[src/rtl/line_burst_rd_scheduler.sv]
// line_burst_rd_scheduler: walks a rows x line_len frame in DDR with a programmable
// row stride and issues read bursts only when the downstream line FIFO can take the
// whole burst plus one spare word. Beats past the requested length never reach the FIFO.
// Optional build macro: LINE_BURST_BOUNDARY_SPLIT_EN clips every burst so it never
// crosses a 2^BOUNDARY_BITS-word boundary.
module line_burst_rd_scheduler #(
    parameter int ADDR_BITS     = 25,
    parameter int LEN_BITS      = 10,
    parameter int MAX_BURST     = 128,
    parameter int LINE_BITS     = 24,
    parameter int ROW_BITS      = 12,
    parameter int FIFO_AW       = 9,
    parameter int BOUNDARY_BITS = 8
) (
    input  logic                 clk,
    input  logic                 rst,
    input  logic                 start,
    input  logic                 abort,
    input  logic [ADDR_BITS-1:0] cfg_base,
    input  logic [LINE_BITS-1:0] cfg_line_len,
    input  logic [ROW_BITS-1:0]  cfg_rows,
    input  logic [ADDR_BITS-1:0] cfg_stride,
    input  logic [FIFO_AW:0]     fifo_wrusedw,
    output logic                 fifo_wr,
    output logic                 busy,
    output logic                 line_done,
    output logic                 frame_done,
    output logic                 frame_aborted,
    output logic                 rd_burst_req,
    output logic [LEN_BITS-1:0]  rd_burst_len,
    output logic [ADDR_BITS-1:0] rd_burst_addr,
    input  logic                 rd_burst_data_valid,
    input  logic                 rd_burst_finish
);

    if (MAX_BURST < 1 || MAX_BURST > (2 ** LEN_BITS) - 1 || BOUNDARY_BITS < 1) begin : g_param_check
        $error("line_burst_rd_scheduler: illegal parameter set");
    end

    localparam int ROOM_W = FIFO_AW + 2;
    localparam logic [ROOM_W-1:0] DEPTH = {2'b01, {FIFO_AW{1'b0}}};

    typedef enum logic [2:0] {
        IDLE, LINE_START, WAIT_SPACE, REQ, DATA, BURST_END, LINE_END, DONE
    } state_t;

    state_t state, state_nxt;

    logic [LINE_BITS-1:0] line_len_q;
    logic [ROW_BITS-1:0]  rows_q;
    logic [ADDR_BITS-1:0] stride_q;
    logic [ADDR_BITS-1:0] row_base;
    logic [ROW_BITS-1:0]  row_cnt;
    logic [LINE_BITS-1:0] remain;
    logic [ADDR_BITS-1:0] addr;
    logic [LEN_BITS-1:0]  cur_len;
    logic [LEN_BITS-1:0]  beat_cnt;
    logic                 abort_lat;
    logic                 abort_any;

    logic [LINE_BITS-1:0] len_cap;
    logic [ROOM_W-1:0]    used_ext;
    logic [ROOM_W-1:0]    room;
    logic                 space_ok;
`ifdef LINE_BURST_BOUNDARY_SPLIT_EN
    logic [BOUNDARY_BITS:0] bnd_room;
`endif

    assign abort_any     = abort_lat | abort;
    assign rd_burst_req  = (state == REQ);
    assign rd_burst_len  = cur_len;
    assign rd_burst_addr = addr;
    assign busy          = (state != IDLE) && (state != DONE);
    assign fifo_wr       = rd_burst_data_valid && ((state == REQ) || (state == DATA))
                           && (beat_cnt < cur_len);

    // Size of the next burst and whether the FIFO can absorb it with one word to spare.
    always_comb begin
        len_cap = remain;
        if (remain > LINE_BITS'(MAX_BURST)) begin
            len_cap = LINE_BITS'(MAX_BURST);
        end
`ifdef LINE_BURST_BOUNDARY_SPLIT_EN
        bnd_room = {1'b1, {BOUNDARY_BITS{1'b0}}} - {1'b0, addr[BOUNDARY_BITS-1:0]};
        if (LINE_BITS'(bnd_room) < len_cap) begin
            len_cap = LINE_BITS'(bnd_room);
        end
`endif
        used_ext = {1'b0, fifo_wrusedw};
        room     = DEPTH - used_ext;
        space_ok = (used_ext < DEPTH) && (32'(room) > 32'(len_cap));
    end

    // Next-state decode; pending abort wins at the two safe exit points.
    always_comb begin
        state_nxt = state;
        case (state)
            IDLE: begin
                if (start) begin
                    state_nxt = (cfg_line_len == '0 || cfg_rows == '0) ? DONE : LINE_START;
                end
            end
            LINE_START: state_nxt = WAIT_SPACE;
            WAIT_SPACE: begin
                if (abort_any) begin
                    state_nxt = DONE;
                end else if (space_ok) begin
                    state_nxt = REQ;
                end
            end
            REQ: begin
                if (rd_burst_finish) begin
                    state_nxt = BURST_END;
                end else if (rd_burst_data_valid) begin
                    state_nxt = DATA;
                end
            end
            DATA: begin
                if (rd_burst_finish) begin
                    state_nxt = BURST_END;
                end
            end
            BURST_END: begin
                if (abort_any) begin
                    state_nxt = DONE;
                end else if (remain == LINE_BITS'(cur_len)) begin
                    state_nxt = LINE_END;
                end else begin
                    state_nxt = WAIT_SPACE;
                end
            end
            LINE_END: begin
                state_nxt = (row_cnt + ROW_BITS'(1) == rows_q) ? DONE : LINE_START;
            end
            DONE:    state_nxt = IDLE;
            default: state_nxt = IDLE;
        endcase
    end

    // State register, frame walk counters and registered status pulses.
    always_ff @(posedge clk) begin
        if (rst) begin
            state         <= IDLE;
            line_len_q    <= '0;
            rows_q        <= '0;
            stride_q      <= '0;
            row_base      <= '0;
            row_cnt       <= '0;
            remain        <= '0;
            addr          <= '0;
            cur_len       <= '0;
            beat_cnt      <= '0;
            abort_lat     <= 1'b0;
            line_done     <= 1'b0;
            frame_done    <= 1'b0;
            frame_aborted <= 1'b0;
        end else begin
            state         <= state_nxt;
            line_done     <= (state == LINE_END);
            frame_done    <= (state == DONE) && !abort_lat;
            frame_aborted <= (state == DONE) && abort_lat;

            if (state == IDLE) begin
                if (start) begin
                    abort_lat <= abort;
                end
            end else if (abort) begin
                abort_lat <= 1'b1;
            end

            case (state)
                IDLE: begin
                    if (start) begin
                        line_len_q <= cfg_line_len;
                        rows_q     <= cfg_rows;
                        stride_q   <= cfg_stride;
                        row_base   <= cfg_base;
                        row_cnt    <= '0;
                    end
                end
                LINE_START: begin
                    remain <= line_len_q;
                    addr   <= row_base;
                end
                WAIT_SPACE: begin
                    cur_len  <= LEN_BITS'(len_cap);
                    beat_cnt <= '0;
                end
                REQ, DATA: begin
                    if (rd_burst_data_valid && (beat_cnt < cur_len)) begin
                        beat_cnt <= beat_cnt + LEN_BITS'(1);
                    end
                end
                BURST_END: begin
                    addr   <= addr + ADDR_BITS'(cur_len);
                    remain <= remain - LINE_BITS'(cur_len);
                end
                LINE_END: begin
                    row_base <= row_base + stride_q;
                    row_cnt  <= row_cnt + ROW_BITS'(1);
                end
                default: ;
            endcase
        end
    end

endmodule

[config.mk]
export PLATFORM = sky130hd
export DESIGN_NAME = line_burst_rd_scheduler
export DESIGN_NICKNAME = d
export VERILOG_FILES = /design/src/rtl/line_burst_rd_scheduler.sv
export SDC_FILE = /design/constraint.sdc
export NUM_CORES = 1
export LEC_CHECK = 0
export CAP_MARGIN = 20
export CELL_PAD_IN_SITES_DETAIL_PLACEMENT = 1
export CELL_PAD_IN_SITES_GLOBAL_PLACEMENT = 1
export CORE_ASPECT_RATIO = 0.7
export CORE_MARGIN = 1.5
export CORE_UTILIZATION = 44
export DETAILED_ROUTE_END_ITERATION = 10
export GPL_ROUTABILITY_DRIVEN = 0
export PLACE_DENSITY = 0.87
export SLEW_MARGIN = 40
export SYNTH_ARGS = -nofsm -noshare
export SYNTH_HDL_FRONTEND = slang
export SYNTH_SLANG_ARGS = --single-unit
[constraint.sdc]
create_clock -name clk -period 9.5 [get_ports clk]
set_clock_uncertainty 0.1 [all_clocks]
set_input_delay 0.95 -clock clk [delete_from_list [all_inputs] [get_ports clk]]
set_output_delay 0.95 -clock clk [all_outputs]
set_load 0.1 [all_outputs]
## Yosys cells after proc, flatten, opt, wreduce, memory -nomap -nowiden

Cells that the tools add are included.

| word-level totals | value |
|---|---|
| flip-flop bits (word level) | 174 |
| bits of input ports | 102 |
| output and inout port bits | 41 |
| logic and storage cells | 87 |

| cells by class | value |
|---|---|
| add/sub/neg operators | 6 |
| order comparisons | 4 |
| equality and inequality tests | 15 |
| multiplexer cells | 23 |
| bitwise operators | 1 |
| reduce and logical (&&, ||, !) cells | 24 |

Operator list:

| cell | number |
|---|---|
| one-hot mux 25 bit (2 select lines) | 2 |
| one-hot mux 24 bit (2 select lines) | 1 |
| 2-to-1 mux 3 bit | 10 |
| adder 25 x 10 -> 25 bit | 1 |
| adder 25 bit | 1 |
| 2-to-1 mux 25 bit | 1 |
| equality test 24 x 10 -> 1 bit | 1 |
| greater-than comparator 11 x 24 -> 1 bit | 1 |
| greater-than comparator 24 x 8 -> 1 bit, second input constant | 1 |
| zero test 24 bit | 1 |
| 2-to-1 mux 24 bit | 1 |
| one-hot mux 12 bit (2 select lines) | 1 |
| one-hot mux 3 bit (8 select lines) | 1 |
| subtractor 24 x 10 -> 24 bit | 1 |
| one-hot mux 10 bit (2 select lines) | 1 |
| adder 12 x 1 -> 12 bit, second input constant | 1 |
| equality test 12 bit | 1 |
| equality test 3 bit, second input constant | 4 |
| zero test 12 bit | 1 |
| 2-to-1 mux 12 bit | 1 |
| subtractor 10 x 10 -> 11 bit, first input constant | 1 |
| adder 10 x 1 -> 10 bit, second input constant | 1 |
| less-than comparator 10 bit | 1 |
| less-than comparator 10 bit, second input constant | 1 |
| 17 further kinds | 36 |

## Longest topological paths before layout

Gate-level depths: netlist of the first run.

| depth | value |
|---|---|
| word-level depth | 7 |
| depth in mapped cells | 16 |
| mapped depth without buffers | 14 |

## Least setup slack after synthesis of the first run

No wires, ideal clock.

| path | value |
|---|---|
| path type | register -> output |
| from | reg cur_len[1] (netlist: rd_burst_len[1]) |
| to | out fifo_wr |
| arrival time | 2837 ps |
| data required time | 8450 ps |
| path slack | 5613 ps |
| stages on the path, launching flop included | 7 |
| path buffers | 0 |
| cell sequence | dfxtp_1 -> inv_1 -> ha_1 -> a21o_1 -> a21o_1 -> a2111oi_0 -> or2_2 |

| on the way | value |
|---|---|
| cells in the longest elaborated chain, start to end | 2 |

Ends and longest elaborated chain:

| item | RTL line | source |
|---|---|---|
| start, declared | 56 | `logic [LEN_BITS-1:0] cur_len;` |
| start signal, assigned | 186 | `cur_len <= LEN_BITS'(len_cap);` |
| less-than comparator 10 bit | 75 | `&& (beat_cnt < cur_len);` |
| logical AND 1 bit | 75 |  |
| end, declared | 24 | `output logic fifo_wr,` |

No other way between the ends.

## Worst setup path in the final report of the first run

| path | value |
|---|---|
| from | reg remain[10] |
| to | reg state[2] |

| on the way | value |
|---|---|
| cells in the longest elaborated chain, start to end | 6 |
| elaborated cells on any way between the ends | 10 |
| classes of those cells | 2 x order compare; 2 x eq/ne; 4 x mux; 2 x reduce/logical |

Ends and longest elaborated chain:

| item | RTL line | source |
|---|---|---|
| start, declared | 54 | `logic [LINE_BITS-1:0] remain;` |
| start signal, assigned | 182 | `remain <= line_len_q;` |
| start signal, assigned | 196 | `remain <= remain - LINE_BITS'(cur_len);` |
| greater-than comparator 24 x 8 -> 1 bit | 80 | `if (remain > LINE_BITS'(MAX_BURST)) begin` |
| 2-to-1 mux 24 bit | 80 |  |
| greater-than comparator 11 x 24 -> 1 bit | 91 | `space_ok = (used_ext < DEPTH) && (32'(room) > 32'(len_cap));` |
| logical AND 1 bit | 91 |  |
| inequality test 3 bit (no line) | -- |  |
| AND reduction 4 bit (no line) | -- |  |
| end signal, assigned | 158 | `state <= state_nxt;` |
| end, declared | 47 | `state_t state, state_nxt;` |

Parallel ways exist; a longest one is shown, timed or not.
A chain may end at the register's enable or synchronous reset.

==> impl_metrics.ini, run 1 <==
[sta]
fin_crit_ns = 4.314
period_share_pct = 45.41
slew_headroom_pct = 44.41
tightest_slew_ns = 0.8338
max_freq_mhz = 231.8
hold_violations = 0
finalSetupViolations = 0
maxSlewViolCount = 0
tns_ns = 0
rsz0062_at_grt = false

[cells_and_area]
finalNetCount = 1695
final_cells = 1854
fillers = 2963
diodes = 0
syn_to_final_growth_pct = 19.05
drive_gt1_share_pct = 7.878

[clocking]
htreeDepth = 4
cts.sinks = 174
cts_buffers = 17
clk_pin_slew_ns = 0.07
ctsResizeCount = 0
cts_max_path_buffers = 2
clock_latency_ns = 0.46
postCtsSetupBuffers = 0
cts_tree = yes
ctsHoldBuffers = 0
cts-root-buf = clkbuf_16

[logic_synthesis]
postSynthAreaPerCell_sq_um = 7.597
netlist.area_leader.share_pct = 32.04
yosysWarnings = 0
synth.most_common_cell = nand2_1
synthFlopType = dfxtp_1
synth_common_cells = 257 x nand2_1, 174 x dfxtp_1, 160 x a21oi_1
syn-cell-area_sq_um = 10870
yosys.area.top_type = dfxtp_1
yosysSeqAreaShare_pct = 32.04
synth_top_family_by_area = simple AND/OR/NAND/NOR gates
synth_cell_type_count = 77
yosys.area_share.xor_xnor_pct = 4.189
synth_fa_ha_area_share_pct = 8.263
synthMuxAreaShare_pct = 1.933
yosys.area_share.simple_pct = 25.58
async_flop_share_pct = 0
synth-compound-area-share_pct = 23.59
netlist_top_cells_area = dfxtp_1 32%, nand2_1 8.9%, ha_1 7.7%
netlist_instances = 1431
synth_edf_count = 0
synth-seq-cells = 174

[routing]
antenna_left = 0
wire_per_inst_um = 20.79
vias = 11410
totalWireLength_um = 38550
drtIter0Drc = 827
routed_via_density = 6.155
drc = 0
firstDrtPassIters = 4

[pwr]
peakVddDrop_mv = 0.3221
power.leakage_uw = 0.004989
total_power_uw = 3992
power-per-cell-area_nw_per_um2 = 308.4

[min_path]
hold_class = flop to flop
whs_path_depth = 2

[flow_run]
max-cap-violations = 0

[die]
io_pins = 143
fp-row-count = 47
start_util_pct = 45.42
die_y_um = 134.5
dieArea_sq_um = 25680
die_w_um = 190.9
core-area_sq_um = 23930

[global_route]
grt_pass1_vias = 11390
grt_pass1_wl_um = 61740
grt_max_degree = 89
antenna_found_initial = 0
grt_usage_pct = 30.52
grt-ovfl-total = 0

[place]
dp.final_hpwl_um = 27180
placed_cells = 1821
port_buffers = 142

[critical_path]
cp.required_ns = 9.75
reg2reg_depth = 13
cp-end-kind = flop
cp.arrival_ns = 4.57
start_kind = flop
worstSetupPathType = flop to flop
worstPathMaxFanout = 8
r2r_slack_ns = 5.19

[outcome]
status = finished clean
power breakdown:
part | leakage, uW | total (uW) | switching [uW] | internal, uW
combinational | 0.00325 | 2080 | 1430 | 657
clock | 0.000321 | 796 | 316 | 480
sequential | 0.00142 | 1110 | 217 | 897
cell usage in the layout, fill, tap and decap left out, types with 19 or more instances in the layout:
cell type,instances
mux2i_1,21
dfxtp_1,173
xor2_1,21
a21oi_1,160
nor2_1,101
nor4_1,24
a311oi_1,24
buf_2,41
clkdlybuf4s50_1,100
a31oi_1,19
a211oi_1,25
nand3_1,40
o21ai_0,54
inv_1,37
nand2_1,256
or3_1,19
ha_1,67
xnor2_1,31
nor3_1,47
worst max-delay path, stage by stage, from the launching register on:
cell	delay, ns
dfxtp_1	0.40
nor4_4	0.41
nand2_2	0.13
or4_4	0.47
or4_4	0.48
a2111oi_4	0.58
nand2_1	0.18
ha_1	0.35
nand3_1	0.09
o32ai_1	0.29
o211ai_1	0.18
nand3_1	0.19
nor4_1	0.08
a221oi_1	0.28
logic make-up (layout without fill, tap and decap cells):
logic type | count (synthesis) | in the layout
AO/OA/AOI/OAI | 402 | 402
multiplexers | 21 | 21
adder cells (fa/ha/maj) | 70 | 70
buffers and inverters | 122 | 225
AND/OR/NAND/NOR | 589 | 589
XOR/XNOR | 52 | 52
flip-flops | 174 | 174
other | 1 | 3
registers in the layout, indices dropped and copies added (netlist names):
signal         cells
rd_burst_addr     25
row_base          25
stride_q          25
line_len_q        24
remain            24
row_cnt           12
rows_q            12
beat_cnt          10
rd_burst_len      10
state              3
abort_lat          1
frame_aborted      1
frame_done         1
line_done          1
per-layer routing:
metal / GRT usage, % / share of wire (%) / up-vias
met5: 0 / 0 / -
met4: 10.10 / 2.3 / 0
met3: 6.159 / 7.2 / 56
met2: 47.26 / 44 / 381
met1: 42.34 / 47 / 5596
li1: - / - / 5379
area by class of cell:
type                            instances  area (sq um)  share of cell area, %
Clock buffer                           21         460.4                  3.558
Sequential cell                       174          3485                  26.92
Tap cell                              318         397.9                  3.074
Inverter                               38         142.6                  1.102
Clock inverter                         11         187.7                  1.450
Multi-Input combinational cell       1137          6950                  53.70
Timing Repair Buffer                  155          1319                  10.19
worst paths after layout:
check / startpoint / endpoint
max: remain[10]$_SDFFE_PP0P_ / state[2]$_SDFFE_PP0P_
min reg2reg: line_len_q[20]$_SDFFE_PP0P_ / line_len_q[20]$_SDFFE_PP0P_
max reg2reg: remain[10]$_SDFFE_PP0P_ / state[2]$_SDFFE_PP0P_
min: line_len_q[20]$_SDFFE_PP0P_ / line_len_q[20]$_SDFFE_PP0P_
per-stage QoR:
step	area [sq um]	utilization, %	hold WS (ns)	setup slack, ns
detailed placement	12290	51.33	0.3537	5.042
floorplan	10880	-	0.3318	5.613
CTS	12930	54.04	0.3631	4.928
global route	12940	54.07	0.3785	5.007
global placement	12480	52.13	0.3484	5.162
finish	12940	54.07	0.3621	5.186
(Power assumes the default switching activity.)
==> run 2, diff against run 1 <==
--- a/config.mk
+++ b/config.mk
@@ -10,10 +10,10 @@
 export CELL_PAD_IN_SITES_GLOBAL_PLACEMENT = 1
 export CORE_ASPECT_RATIO = 0.7
 export CORE_MARGIN = 1.5
-export CORE_UTILIZATION = 44
+export CORE_UTILIZATION = 37
 export DETAILED_ROUTE_END_ITERATION = 10
 export GPL_ROUTABILITY_DRIVEN = 0
-export PLACE_DENSITY = 0.87
+export PLACE_DENSITY = 0.78
 export SLEW_MARGIN = 40
 export SYNTH_ARGS = -nofsm -noshare
 export SYNTH_HDL_FRONTEND = slang
==> constraint.sdc (replaced) <==
create_clock -name clk -period 3.5 [get_ports clk]
set_clock_uncertainty 0.1 [all_clocks]
set_input_delay 0.35 -clock clk [delete_from_list [all_inputs] [get_ports clk]]
set_output_delay 0.35 -clock clk [all_outputs]
set_load 0.1 [all_outputs]
==> run 2 against run 1 <==
- the flow now finishes with violations (negative setup slack)
- count of clock-buffer cells in the layout decreased by 1
- sequential share of layout area decreased by 1.0 points
- utilization decreased by 7.5 points
- first-iteration DRC count decreased by 8.8%
- critical endpoint unchanged
- largest power group unchanged
- highest routed layer unchanged
==> impl_metrics.ini, run 2 (synthesized netlist as in run 1, its figures left out) <==
[global_route]
grt_pass1_wl_um = 61550
grt-ovfl-total = 0
antenna_found_initial = 0
grt_usage_pct = 25.37
grt_pass1_vias = 11030
grt_max_degree = 79

[flow_run]
max-cap-violations = 0

[die]
start_util_pct = 37.63
die_w_um = 207.9
die_y_um = 146.4
dieArea_sq_um = 30440
io_pins = 143
fp-row-count = 52
core-area_sq_um = 28890

[clocking]
htreeDepth = 4
cts.sinks = 174
cts-root-buf = clkbuf_16
clock_latency_ns = 0.45
cts_buffers = 17
clk_pin_slew_ns = 0.07
ctsHoldBuffers = 0
cts_tree = yes
cts_max_path_buffers = 2

[min_path]
hold_class = input port to flop
whs_path_depth = 2

[pwr]
power-per-cell-area_nw_per_um2 = 845.6
total_power_uw = 11370
combPwrFrac_pct = 55.2
peakVddDrop_mv = 0.3526
power.leakage_uw = 0.005209
power.switching_uw = 5472
internal-power_uw = 5902
power_frac_clock_pct = 18.7
seq_power_share_pct = 26.1
p_sw_share_pct = 48.11

[routing]
antenna_left = 0
routed_via_density = 5.792
dr_wl_met2_um = 17480
vias = 11290
highest_layer = met4
met1_length_um = 18810
firstDrtPassIters = 6
wl_met3_um = 2495
wire_per_inst_um = 20.08
drtIter0Drc = 754
drc = 0
totalWireLength_um = 39140

[sta]
slew_headroom_pct = 49.63
maxSlewViolCount = 0
finalSetupViolations = 3
fin_ws_ns = -0.2579
hold_violations = 0
tightest_slew_ns = 0.7511
fin_crit_ns = 3.758
max_freq_mhz = 266.1
period_share_pct = 107.4
rsz0062_at_grt = true
hold_ws_ns = 0.2201
tns_ns = -0.7286

[critical_path]
r2r_end = state[2]$_SDFFE_PP0P_
reg2reg_depth = 15
r2r_start = remain[10]$_SDFFE_PP0P_
cp.arrival_ns = 3.96
start_kind = flop
r2r_slack_ns = -0.26
cp-end-kind = flop
worstSetupPathType = flop to flop
crit_start = remain[10]$_SDFFE_PP0P_
worstPathMaxFanout = 4
cp.required_ns = 3.70
endpoint = state[2]$_SDFFE_PP0P_

[place]
dp.final_hpwl_um = 28650
port_buffers = 142

[cells_and_area]
layout_commonest_cell = nand2_1
finalNetCount = 1732
multiInputGateArea_sq_um = 7066
syn_to_final_growth_pct = 23.72
drive_gt1_share_pct = 11.01
ff_latch_area_sq_um = 3487
layout_common_cells = 253 x nand2_1, 171 x dfxtp_1, 158 x a21oi_1
fillers = 3526
fin_util_pct = 46.56
diodes = 0

[outcome]
status = complete, but fails checks
violations = negative setup slack
run 2: cell count changes in the layout (fill, tap and decap cells not counted), sizes merged:
| cell | before | now |
|---|---|---|
| clkinv | 7 | 4 |
| clkbuf | 21 | 20 |
| clkinvlp | 0 | 2 |
| buf | 55 | 92 |
run 2: worst min-delay path by stage:
stage                                     from                      endpoint  slack [ns]
CTS                                        rst      beat_cnt[0]$_SDFFE_PP0P_        0.20
finish                                     rst  rd_burst_len[4]$_SDFFE_PP0P_        0.22
global placement    line_len_q[7]$_SDFFE_PP0P_    line_len_q[7]$_SDFFE_PP0P_        0.34
detailed placement  line_len_q[2]$_SDFFE_PP0P_    line_len_q[2]$_SDFFE_PP0P_        0.35
floorplan           line_len_q[5]$_SDFFE_PP0P_    line_len_q[5]$_SDFFE_PP0P_        0.33
global route                               rst  rd_burst_len[4]$_SDFFE_PP0P_        0.22
run 2: critical path, cell delays in order, from the launching register on:
cell       delay (ns)
dfxtp_2          0.34
nor4_4           0.32
nand2_2          0.09
or4_4            0.44
or4_4            0.45
a2111oi_4        0.24
buf_4            0.21
nand2_4          0.07
ha_4             0.29
nand2b_1         0.06
a21oi_2          0.12
o31ai_1          0.08
a21oi_2          0.21
nand3_2          0.16
nor4_2           0.32
a221oi_1         0.11
run 2: power groups by stage:
stage | Clock [uW] | Combinational (uW) | Sequential (uW)
after floorplan | 0 | 3490 | 3550
after global placement | 0 | 5850 | 2960
after detailed placement | 0 | 5910 | 2970
after CTS | 2160 | 6080 | 2940
after global routing | 2230 | 6770 | 3010
final | 2130 | 6280 | 2960
run 2: layout make-up:
type / count / share of cell area [%]
Clock buffer: 20 / 3.395
Tap cell: 378 / 3.516
Inverter: 38 / 1.060
Timing Repair Buffer: 192 / 12.18
Sequential cell: 174 / 25.93
Multi-Input combinational cell: 1137 / 52.53
Clock inverter: 10 / 1.395
run 2: what timing repair did:
item                                   4_1_cts  5_1_grt
setup endpoints to repair                    3        3
setup buffers                                4        3
pin swaps                                    3        8
endpoints found under the hold margin        0        0
resized for setup                           13        8
run 2: metrics by stage:
step | area (sq um) | std cells | setup WS (ns)
after CTS | 13370 | 1946 | -0.2135
after detailed placement | 12620 | 1912 | -0.3643
after global placement | 12810 | 1912 | -0.1448
final | 13450 | 1949 | -0.2579
after floorplan | 10880 | 1433 | -0.01477
after global routing | 13450 | 1949 | -0.4254
run 2: routing by layer:
metal / up-vias / GRT usage, %
li1: 5421 / -
met5: - / 0
met1: 5509 / 36.04
met3: 21 / 4.969
met4: 0 / 5.292
met2: 338 / 39.83
==> run 3, diff against run 2 <==
--- a/config.mk
+++ b/config.mk
@@ -5,11 +5,9 @@
 export SDC_FILE = /design/constraint.sdc
 export NUM_CORES = 1
 export LEC_CHECK = 0
-export CAP_MARGIN = 20
 export CELL_PAD_IN_SITES_DETAIL_PLACEMENT = 1
 export CELL_PAD_IN_SITES_GLOBAL_PLACEMENT = 1
 export CORE_ASPECT_RATIO = 0.7
-export CORE_MARGIN = 1.5
 export CORE_UTILIZATION = 37
 export DETAILED_ROUTE_END_ITERATION = 10
 export GPL_ROUTABILITY_DRIVEN = 0
==> run 3 against run 2 <==
- the flow finishes with violations (design-rule violations, negative setup slack)
- maximum frequency about the same
- power shrank 0.71%
- register-to-register slack about the same
- critical path type unchanged
==> impl_metrics.ini, run 3 (synthesized netlist as in run 1, its figures left out) <==
[outcome]
status = complete, but fails checks
violations = design-rule violations, negative setup slack

[cells_and_area]
final_cells = 1950
fillers = 3522
layout_common_cells = 251 x nand2_1, 171 x dfxtp_1, 157 x a21oi_1
drive_gt1_share_pct = 11.77
syn_to_final_growth_pct = 24.15
layout_commonest_cell = nand2_1
diodes = 0
finalNetCount = 1731

[pwr]
power-per-cell-area_nw_per_um2 = 836.7
power.leakage_uw = 0.005224
peakVddDrop_mv = 0.4982

[clocking]
cts_max_path_buffers = 2
cts_tree = yes
cts-root-buf = clkbuf_16
clock_latency_ns = 0.46
htreeDepth = 4
clk_pin_slew_ns = 0.07
ctsHoldBuffers = 0
cts.sinks = 174
cts_buffers = 17

[sta]
hold_violations = 0
tns_ns = -0.6274
max_freq_mhz = 266.3
tightest_slew_ns = 0.8047
fin_crit_ns = 3.755
maxSlewViolCount = 0
rsz0062_at_grt = true
fin_ws_ns = -0.2554
finalSetupViolations = 3
slew_headroom_pct = 46.16
period_share_pct = 107.3

[critical_path]
cp-end-kind = flop
worstPathMaxFanout = 7
cp.arrival_ns = 3.96
start_kind = flop
worstSetupPathType = flop to flop
cp.required_ns = 3.70

[place]
port_buffers = 142
placed_cells = 1913
dp.final_hpwl_um = 28360

[global_route]
grt_usage_pct = 26.37
grt-ovfl-total = 0
grt_pass1_vias = 11430
grt_pass1_wl_um = 62420
grt_max_degree = 142
antenna_found_initial = 0

[die]
core-area_sq_um = 28890
fp-row-count = 52
dieArea_sq_um = 30080
start_util_pct = 37.63
die_w_um = 206.9
die_y_um = 145.4
io_pins = 143

[flow_run]
max-cap-violations = 0

[routing]
totalWireLength_um = 39460
drtIter0Drc = 892
wire_per_inst_um = 20.24
vias = 11390
drc = 8
antenna_left = 0
firstDrtPassIters = 8
routed_via_density = 5.841

[min_path]
hold_class = input port to flop
run 3: cell count changes in the layout (fill, tap and decap cells not counted), sizes merged:
| cell | delta |
|---|---|
| clkbuf | +1 |
| clkinvlp | -1 |
| buf | -1 |
| bufinv | -2 |
| clkinv | +4 |
run 3: critical path: stages, from the launching register on:
cell and delay [ns]:
dfxtp_2 0.34, nor4_4 0.33, nand2_2 0.11, or4_4 0.42
or4_4 0.46, a2111oi_4 0.23, buf_6 0.21, nand2_2 0.08
ha_4 0.29, nand3_2 0.10, o32ai_2 0.25, o211ai_1 0.17
and3_1 0.23, o21ai_0 0.12, a21oi_1 0.14
run 3: where the power goes:
part	switching [uW]	leakage [uW]	total, uW	internal, uW
registers	541	0.00142	2980	2440
logic	4130	0.00351	6320	2190
clock network	841	0.000297	2000	1160
run 3: cell type report:
class	count	area [sq um]	area share [%]
repair buffers	191	1634	12.11
inverters	38	142.6	1.057
well taps	378	473.0	3.504
clock buffers	21	460.4	3.412
multi-input cells	1137	7159	53.05
flip-flops and latches	174	3487	25.84
clock inverters	11	140.1	1.038
run 3: path summary, 6_finish.rpt:
kind	slack [ns]	endpoint	cells past startpoint	start
max reg2reg	-0.26	state[1]$_SDFFE_PP0P_	14	remain[14]$_SDFFE_PP0P_
min	0.34	stride_q[14]$_SDFFE_PP0P_	3	cfg_stride[14]
max	-0.26	state[1]$_SDFFE_PP0P_	14	remain[14]$_SDFFE_PP0P_
min reg2reg	0.36	line_len_q[5]$_SDFFE_PP0P_	2	line_len_q[5]$_SDFFE_PP0P_
run 3: timing repair:
action,in CTS,in global routing
pin swaps,8,5
gates resized for setup,18,21
buffers inserted,3,2
endpoints found under the setup margin,3,3
run 3: layer usage:
metal / vias up / global-route usage, % / routed length (um)
met5: - / 0 / 0
li1: 5439 / - / -
met3: 43 / 4.210 / 2488
met1: 5569 / 38.77 / 18950
met4: 0 / 6.277 / 656
met2: 338 / 39.97 / 17370
run 3: stage by stage:
stage	power, uW	area (sq um)	setup WS (ns)	util (%)	hold slack (ns)
2_1_floorplan	7033	10880	-0.01477	-	0.3318
3_3_place_gp	8759	12820	-0.1714	44.39	0.3457
3_5_place_dp	8839	12630	-0.2546	43.73	0.3551
4_1_cts	11050	13370	-0.1112	46.28	0.3306
5_1_grt	11960	13500	-0.4031	46.72	0.3517
6_report	11290	13500	-0.2554	46.72	0.3437
